--- config.mk ---
export PLATFORM = sky130hd
export DESIGN_NAME = rgb565_gray_div3_ctrl
export DESIGN_NICKNAME = d
export VERILOG_FILES = /design/src/rtl/rgb565_gray_div3_ctrl.sv
export SDC_FILE = /design/constraint.sdc
export NUM_CORES = 1
export LEC_CHECK = 0
export ABC_AREA = 1
export CAP_MARGIN = 20
export CORE_UTILIZATION = 46
export CTS_BUF_LIST = sky130_fd_sc_hd__clkbuf_16
export CTS_CLUSTER_SIZE = 16
export DETAILED_ROUTE_END_ITERATION = 10
export GPL_TIMING_DRIVEN = 0
export PLACE_DENSITY = 0.76
export SLEW_MARGIN = 10
export SYNTH_ARGS = -nofsm -noshare
export SYNTH_HDL_FRONTEND = slang
export SYNTH_SLANG_ARGS = --single-unit
--- constraint.sdc ---
create_clock -name clk -period 1.45 [get_ports clk]
set_input_delay 0.29 -clock clk [delete_from_list [all_inputs] [get_ports clk]]
set_output_delay 0.29 -clock clk [all_outputs]
set_load 0.02 [all_outputs]
--- src/rtl/rgb565_gray_div3_ctrl.sv ---
// RGB565 to 6-bit grayscale converter. Each channel is divided by 3 on one
// shared external lookup, one channel per cycle, and the three quotients are summed.
module rgb565_gray_div3_ctrl #(
    parameter bit          G_FULL = 1'b0,
    parameter int unsigned CNT_W  = 17
) (
    input  logic             clk,
    input  logic             rst_n,
    input  logic             in_valid,
    input  logic [15:0]      in_pixel,
    output logic             in_ready,
    input  logic             frame_start,
    output logic [5:0]       div_in,
    input  logic [4:0]       div_out,
    output logic             out_valid,
    output logic [5:0]       out_gray,
    input  logic             out_ready,
    output logic             busy,
    output logic [CNT_W-1:0] pix_cnt
);

    localparam int unsigned PIX_W  = 16;
    localparam int unsigned DIN_W  = 6;
    localparam int unsigned DOUT_W = 5;
    localparam int unsigned GRAY_W = 6;

    typedef enum logic [2:0] {
        IDLE  = 3'd0,
        DIV_R = 3'd1,
        DIV_G = 3'd2,
        DIV_B = 3'd3,
        DONE  = 3'd4
    } state_e;

    state_e              state_q, state_d;
    logic [PIX_W-1:0]    pix_q, pix_d;
    logic [GRAY_W-1:0]   acc_q, acc_d;
    logic [GRAY_W-1:0]   gray_q, gray_d;
    logic                ovalid_q, ovalid_d;
    logic [CNT_W-1:0]    cnt_q, cnt_d;
    logic [CNT_W-1:0]    cnt_base;
    logic [DIN_W-1:0]    div_in_c;
    logic [GRAY_W-1:0]   quot_ext;
    logic [DIN_W-1:0]    g_operand;
    logic                done_hs;
    logic                unused_g_lsb;

    // Quotient widened to accumulator width for the running sum
    assign quot_ext  = {{(GRAY_W-DOUT_W){1'b0}}, div_out};

    // Green operand: full 6-bit G, or G>>1 so it weighs the same as R and B
    assign g_operand = G_FULL ? pix_q[10:5] : {1'b0, pix_q[10:6]};

    // G6 lsb is only consumed when the full green channel is used
    assign unused_g_lsb = pix_q[5];

    // State and datapath registers
    always_ff @(posedge clk or negedge rst_n) begin
        if (!rst_n) begin
            state_q  <= IDLE;
            pix_q    <= '0;
            acc_q    <= '0;
            gray_q   <= '0;
            ovalid_q <= 1'b0;
            cnt_q    <= '0;
        end else begin
            state_q  <= state_d;
            pix_q    <= pix_d;
            acc_q    <= acc_d;
            gray_q   <= gray_d;
            ovalid_q <= ovalid_d;
            cnt_q    <= cnt_d;
        end
    end

    // Next-state, divider operand mux and accumulation
    always_comb begin
        state_d  = state_q;
        pix_d    = pix_q;
        acc_d    = acc_q;
        gray_d   = gray_q;
        ovalid_d = ovalid_q;
        div_in_c = '0;
        done_hs  = 1'b0;
        case (state_q)
            IDLE: begin
                if (in_valid) begin
                    pix_d   = in_pixel;
                    acc_d   = '0;
                    state_d = DIV_R;
                end
            end
            DIV_R: begin
                div_in_c = {1'b0, pix_q[15:11]};
                acc_d    = acc_q + quot_ext;
                state_d  = DIV_G;
            end
            DIV_G: begin
                div_in_c = g_operand;
                acc_d    = acc_q + quot_ext;
                state_d  = DIV_B;
            end
            DIV_B: begin
                div_in_c = {1'b0, pix_q[4:0]};
                gray_d   = acc_q + quot_ext;
                ovalid_d = 1'b1;
                state_d  = DONE;
            end
            DONE: begin
                if (out_ready) begin
                    ovalid_d = 1'b0;
                    done_hs  = 1'b1;
                    state_d  = IDLE;
                end
            end
            default: begin
                state_d = IDLE;
            end
        endcase
    end

    // Pixel counter: frame_start clears first, so a coincident handshake counts as 1
    assign cnt_base = frame_start ? '0 : cnt_q;
    assign cnt_d    = done_hs ? cnt_base + CNT_W'(1) : cnt_base;

    // Output mapping; in_ready is held low while reset is asserted
    assign in_ready  = rst_n & (state_q == IDLE);
    assign busy      = (state_q != IDLE);
    assign div_in    = div_in_c;
    assign out_valid = ovalid_q;
    assign out_gray  = gray_q;
    assign pix_cnt   = cnt_q;

endmodule

==> results of run 1 <==
==> flip-flops by register name (all words and copies together), names as in the netlist <==
name       count
out_valid      1
pix_cnt       17
pix_q         15
state_q        3
out_gray       6
acc_q          6
==> layer usage <==
layer  up-vias  global-route usage [%]  part of all wire (%)
li1       1281                       -                     -
met1      1262                   27.44                    40
met2       115                   43.07                    51
met3        23                   5.116                   6.2
met4         0                   8.704                   2.4
met5         -                       0                     0
==> power groups by stage <==
stage          Sequential (mW)  Combinational, mW  Clock (mW)
6_report                  2.13               3.73        1.31
5_1_grt                   2.16               4.00        1.37
4_1_cts                   2.09               2.79        1.32
3_5_place_dp              2.06               2.40           0
3_3_place_gp              2.06               2.34           0
2_1_floorplan             2.13               1.43           0
==> area by class of cell <==
type,instances,area share [%]
Buffer,6,1.792
Clock buffer,5,3.038
Tap cell,72,2.187
Multi-Input combinational cell,258,38.70
Clock inverter,3,0.9113
Inverter,40,4.313
Sequential cell,48,29.28
Timing Repair Buffer,89,19.78
==> how the worst max path moves through the flow <==
stage | to | slack [ns] | cells past startpoint
floorplan | pix_cnt[12] | -0.17 | 13
global placement | in_ready | -2.10 | 4
detailed placement | div_in[0] | -0.63 | 6
CTS | div_in[0] | -0.23 | 6
global route | in_ready | -0.26 | 5
finish | in_ready | -0.23 | 5
==> critical path, cell delays in order, from the launching register on <==
cell and delay, ns:
dfrtp_2 0.47, buf_6 0.15, nor2_4 0.15, nand2_4 0.10
nor2_4 0.10, buf_6 0.12
==> cells in the final DEF (no fill, tap or decap), drive strengths merged, types with 2 or more instances in the layout <==
cell,n
xnor2,4
o21ai,11
xor2,8
dlymetal6s2s,2
dfrtp,48
a21oi,2
dlygate4sd2,24
clkdlybuf4s50,18
clkinv,2
nor2,38
inv,40
nand2,150
buf,49
ha,6
nand4,8
nand3,25
clkbuf,5
==> per-stage QoR <==
stage	hold WS, ns	std cells
finish	0.03626	521
global route	0.03761	521
CTS	0.03215	505
detailed placement	0.2953	479
global placement	0.4647	478
floorplan	-0.005591	352
==> kinds of logic (layout without fill, tap and decap cells) <==
| group | Yosys count | in the layout | share of synthesized area (%) |
|---|---|---|---|
| AO/OA/AOI/OAI | 15 | 15 | 2.943 |
| XOR/XNOR | 12 | 12 | 3.923 |
| adder cells (fa/ha/maj) | 7 | 7 | 3.550 |
| buffers and inverters | 47 | 143 | 7.940 |
| flip-flops | 48 | 48 | 44.84 |
| other | 1 | 1 | 0.1400 |
| AND/OR/NAND/NOR | 222 | 223 | 36.67 |
==> cells in the mapped netlist <==
library cell | n | area share (%)
inv_8 | 1 | 0.42
nor2_4 | 4 | 1.7
nand4_1 | 6 | 1.4
conb_1 | 1 | 0.14
nor2_1 | 28 | 3.9
xor2_1 | 8 | 2.6
or3_1 | 1 | 0.23
a21oi_1 | 2 | 0.37
nor3_1 | 1 | 0.19
o22ai_1 | 1 | 0.23
buf_1 | 1 | 0.14
nand2_2 | 3 | 0.70
nand2_4 | 1 | 0.42
nand2_1 | 146 | 20
xnor2_1 | 4 | 1.3
nand3_2 | 2 | 0.75
fa_1 | 1 | 0.75
inv_1 | 36 | 5.0
inv_2 | 3 | 0.42
buf_8 | 1 | 0.56
o21ai_0 | 11 | 2.1
buf_4 | 2 | 0.56
buf_6 | 1 | 0.42
ha_1 | 6 | 2.8
nand4_2 | 2 | 0.93
nand3_4 | 1 | 0.65
buf_2 | 2 | 0.37
nor2_2 | 6 | 1.4
a21o_1 | 1 | 0.28
nand3_1 | 21 | 3.9
dfrtp_1 | 48 | 45
==> repair_timing <==
action                                  4_1_cts  5_1_grt
resized for setup                           106       70
hold buffers                                  1        0
endpoints found under the setup margin       45       56
pin swaps                                    21       31
endpoints found under the hold margin        19        0
cloned                                        0        2
buffers inserted                             17       15
==> results.tsv, run 1 <==
stage	metric	value	unit
floorplan	floorplan row count	27	
pwr	sequential power share	29.7	%
critical_path	worst path arrival time	1.39	ns
grt	global-route wire length before repair	11340	um
sta	fmax	596.8	MHz
yosys	Post-Syn Area	2679	um2
final_layout	fin util	73.89	%
yosys	post-synthesis cell type count	31	
sta	Slew Viols, Final	0	
sta	Max transition margin	37.36	%
clock_tree	CTS root buf	clkbuf_16	
final_layout	Layout fillers	399	
pwr	Clk pwr share	18.3	%
sta	Worst Setup Slack, final	-0.2255	ns
pwr	switching power total	2.967	mW
route	Final ANT Viol Nets	0	
pwr	Internal	4.198	mW
critical_path	r2r endpoint	pix_cnt[9]	
critical_path	r2r startpoint	state_q[0]	
clock_tree	Num CTS Buffers	5	
critical_path	CP Launch Type	flop	
floorplan	IO Count	58	
final_layout	Antenna Cells	0	
sta	Final Hold Fails	0	
sta	RSZ-0062 raised after global routing	yes	
floorplan	Die X	78.31	um
yosys	Cells after Synth	352	
final_layout	Nets	481	
run_status	failing checks	setup timing	
critical_path	CP Class	reg -> out	
clock_tree	CTS tree	yes	
placement	area post-placement	3363	um2
pwr	peak supply drop	0.001312	V
pwr	switching portion of total power	41.41	%
route	DRC Markers	0	
final_layout	design area	4119	um2
critical_path	R2R depth	8	
yosys	FF+latch count, synth	48	
grt	GRT overflow	0	
clock_tree	Worst-Skew Late Latency	0.29	ns
final_layout	area of the multi-input gates	1594	um2
yosys	sequential area share after synthesis	44.84	%
run_status	status	finished with violations	
floorplan	die area	6132	um2
critical_path	Setup crit start	state_q[0]	
floorplan	Die H	78.31	um
critical_path	worst reg-to-reg setup slack	-0.16	ns
placement	DP Worst Slack	-0.6294	ns
sta	Clock Skews	0.007030	ns
grt	Tot GR Track Use	23.80	%
yosys	Synthesized Nets	385	
grt	initial antenna violation count	0	
route	via count	2681	
floorplan	Core Area	5574	um2
clock_tree	clk slew on worst S/H paths	0.07	ns
route	drt pass-1 iters	5	
run	Max-cap violations	0	
pwr	total power	7.165	mW
critical_path	CP Capture Type	output port	
route	Routed WL	7798	um
sta	slew at the pin closest to its max-slew limit	0.9395	ns
sta	# setup viols final	31	
critical_path	Worst EP required	1.16	ns
yosys	Syn Area/Cell	7.610	um2
final_layout	Layout area overhead	53.76	%
clock_tree	# clock sinks	48	
placement	dpl hpwl	4538	um
yosys	yosys warns	0	
final_layout	register area	1206	um2
grt	maximum number of pins on one net before global-route repair	30	
route	initial DRC count	136	
route	DR vias/cell	5.146	
clock_tree	H-tree depth	2	
pwr	PD cells	1739	nW/um2
grt	vias in the first global route	2606	
pwr	Comb power frac	52.0	%
sta	final period utilization	115.6	%
route	per-cell routed wire length	14.97	um
clock_tree	Clock Tree Buf Depth	2	
sta	setup TNS	-2.859	ns
pwr	P_leak	2.083	nW
sta	min Tclk post-route	1.675	ns
final_layout	share of cells above drive strength 1	32.29	%
min_path	Hold WC Path Type	in -> async	
placement	Final GP Congestion	0.8286	
placement	I/O Buffers	54	
critical_path	critical path fanouts, max	5	
floorplan	Initial Util	48.06	%
No activity file was read; power rests on OpenSTA's default activity.
==> inputs of run 2 (changes only) <==
--- a/config.mk
+++ b/config.mk
@@ -13,6 +13,7 @@
 export DETAILED_ROUTE_END_ITERATION = 10
 export GPL_TIMING_DRIVEN = 0
 export PLACE_DENSITY = 0.76
+export SKIP_CTS_REPAIR_TIMING = 1
 export SLEW_MARGIN = 10
 export SYNTH_ARGS = -nofsm -noshare
 export SYNTH_HDL_FRONTEND = slang
==> run 2 against run 1 <==
The flow finishes with violations (hold timing, setup timing). Wire length shrank 11%. Critical path depth grew 1. Setup slack gained 0.044 ns. Combinational power shrank 11%. Via count shrank 4.5%. Die area is the same. Sequential power is essentially flat. Clock-buffer cell count is the same. Sequential cell count is the same. Clock skew shrank 0.0021 ns. Global-route usage shrank 2.4 points. Largest power group unchanged. Hold slack lost 0.070 ns.
==> results.tsv, run 2 (synthesis results as in run 1) <==
stage	metric	value	unit
final_layout	Layout fillers	414	
pwr	P_leak	2.308	nW
placement	Final GP Congestion	0.8286	
final_layout	area of the multi-input gates	1514	um2
grt	vias in the first global route	2390	
critical_path	worst path arrival time	1.34	ns
placement	area post-placement	3363	um2
critical_path	slowest CP cell	dfrtp_2	
final_layout	share of cells above drive strength 1	26.83	%
clock_tree	Worst-Skew Late Latency	0.29	ns
route	Routed WL	6957	um
critical_path	Worst EP required	1.16	ns
final_layout	Antenna Cells	0	
critical_path	Worst path top cell family by delay	flip-flops	
sta	Max transition margin	65.97	%
grt	global-route wire length before repair	10320	um
critical_path	critical path fanouts, max	5	
route	per-cell routed wire length	13.69	um
critical_path	CP Class	reg -> out	
grt	maximum number of pins on one net before global-route repair	30	
floorplan	Die X	78.31	um
clock_tree	clk slew on worst S/H paths	0.07	ns
route	initial DRC count	129	
clock_tree	# clock sinks	48	
pwr	peak supply drop	0.001263	V
sta	Min Hold Slack	-0.03374	ns
clock_tree	Clock Tree Buf Depth	2	
route	Final ANT Viol Nets	0	
sta	Final Hold Fails	19	
sta	Worst Setup Slack, final	-0.1817	ns
final_layout	max reg flops	17	
critical_path	WP buf/inv	3	
pwr	PD cells	1677	nW/um2
floorplan	Core Area	5574	um2
critical_path	CP Launch Type	flop	
final_layout	Nets	468	
final_layout	design area	4038	um2
critical_path	CP Cell Sequence	inv_4 > nand3_4 > inv_6 > nand2_1 > nand3_2 > buf_6	
critical_path	max incr delay on CP	0.44	ns
floorplan	Initial Util	48.06	%
critical_path	critical path depth	6	
route	DRC Markers	0	
sta	min Tclk post-route	1.632	ns
critical_path	CP Capture Type	output port	
placement	dpl hpwl	4538	um
sta	# setup viols final	17	
critical_path	R2R depth	6	
run	Max-cap violations	0	
final_layout	Layout area overhead	50.72	%
sta	fmax	612.8	MHz
floorplan	floorplan row count	27	
placement	I/O Buffers	54	
grt	Tot GR Track Use	21.42	%
run_status	status	finished with violations	
clock_tree	CTS root buf	clkbuf_16	
critical_path	r2r endpoint	out_gray[4]	
sta	final period utilization	112.5	%
clock_tree	CTS tree	yes	
run_status	failing checks	hold timing, setup timing	
final_layout	register area	1207	um2
route	DR vias/cell	5.041	
critical_path	worst reg-to-reg setup slack	-0.13	ns
grt	GRT overflow	0	
final_layout	most common cell after layout, fill and taps aside	nand2_1	
route	drt pass-1 iters	4	
clock_tree	Num CTS Buffers	5	
clock_tree	H-tree depth	2	
final_layout	most frequent cells in the layout	nand2_1 (134), dfrtp_1 (43), dlymetal6s2s_1 (29)	
final_layout	fin util	72.44	%
route	via count	2561	
sta	RSZ-0062 raised after global routing	yes	
floorplan	IO Count	58	
floorplan	die area	6132	um2
critical_path	r2r startpoint	acc_q[0]	
sta	slew at the pin closest to its max-slew limit	0.5104	ns
sta	Clock Skews	0.004942	ns
floorplan	Die H	78.31	um
min_path	Hold WC Path Type	in -> async	
grt	initial antenna violation count	0	
sta	Slew Viols, Final	0	
run 2: area by class of cell:
type,instances,area share (%)
Inverter,40,4.338
Multi-Input combinational cell,257,37.50
Timing Repair Buffer,76,20.05
Clock buffer,5,3.099
Clock inverter,3,0.9297
Tap cell,72,2.231
Buffer,7,1.952
Sequential cell,48,29.90
run 2: where the power goes:
part	total (mW)	internal, mW	switching [mW]
logic	3.31	1.49	1.82
clock network	1.31	0.803	0.506
registers	2.15	1.78	0.374
total	6.77	4.07	2.70
run 2: stage by stage:
stage / hold slack, ns / TNS, ns / power (mW) / worst slack, ns / cells
after floorplan: -0.005591 / -0.3707 / 3.557 / -0.1667 / 352
after global routing: 0.01577 / -3.115 / 7.183 / -0.2383 / 508
after global placement: 0.4647 / -76.57 / 4.395 / -2.095 / 478
after detailed placement: 0.2953 / -10.98 / 4.467 / -0.6294 / 479
after CTS: -0.01756 / -11.03 / 5.790 / -0.9745 / 487
final: -0.03374 / -1.471 / 6.772 / -0.1817 / 508
run 2: worst max path at each step:
stage,start,end,slack [ns]
finish,state_q[2],div_in[1],-0.18
global route,state_q[2],div_in[1],-0.24
CTS,state_q[2],div_in[0],-0.97
detailed placement,state_q[2],div_in[0],-0.63
global placement,rst_n,in_ready,-2.10
floorplan,frame_start,pix_cnt[12],-0.17
run 2: layer usage:
metal	vias to the layer above	global-route usage, %	wire length [um]
li1	1246	-	-
met1	1228	25.67	2890
met2	74	38.77	3625
met3	13	4.535	318
met4	0	5.556	122
met5	-	0	0
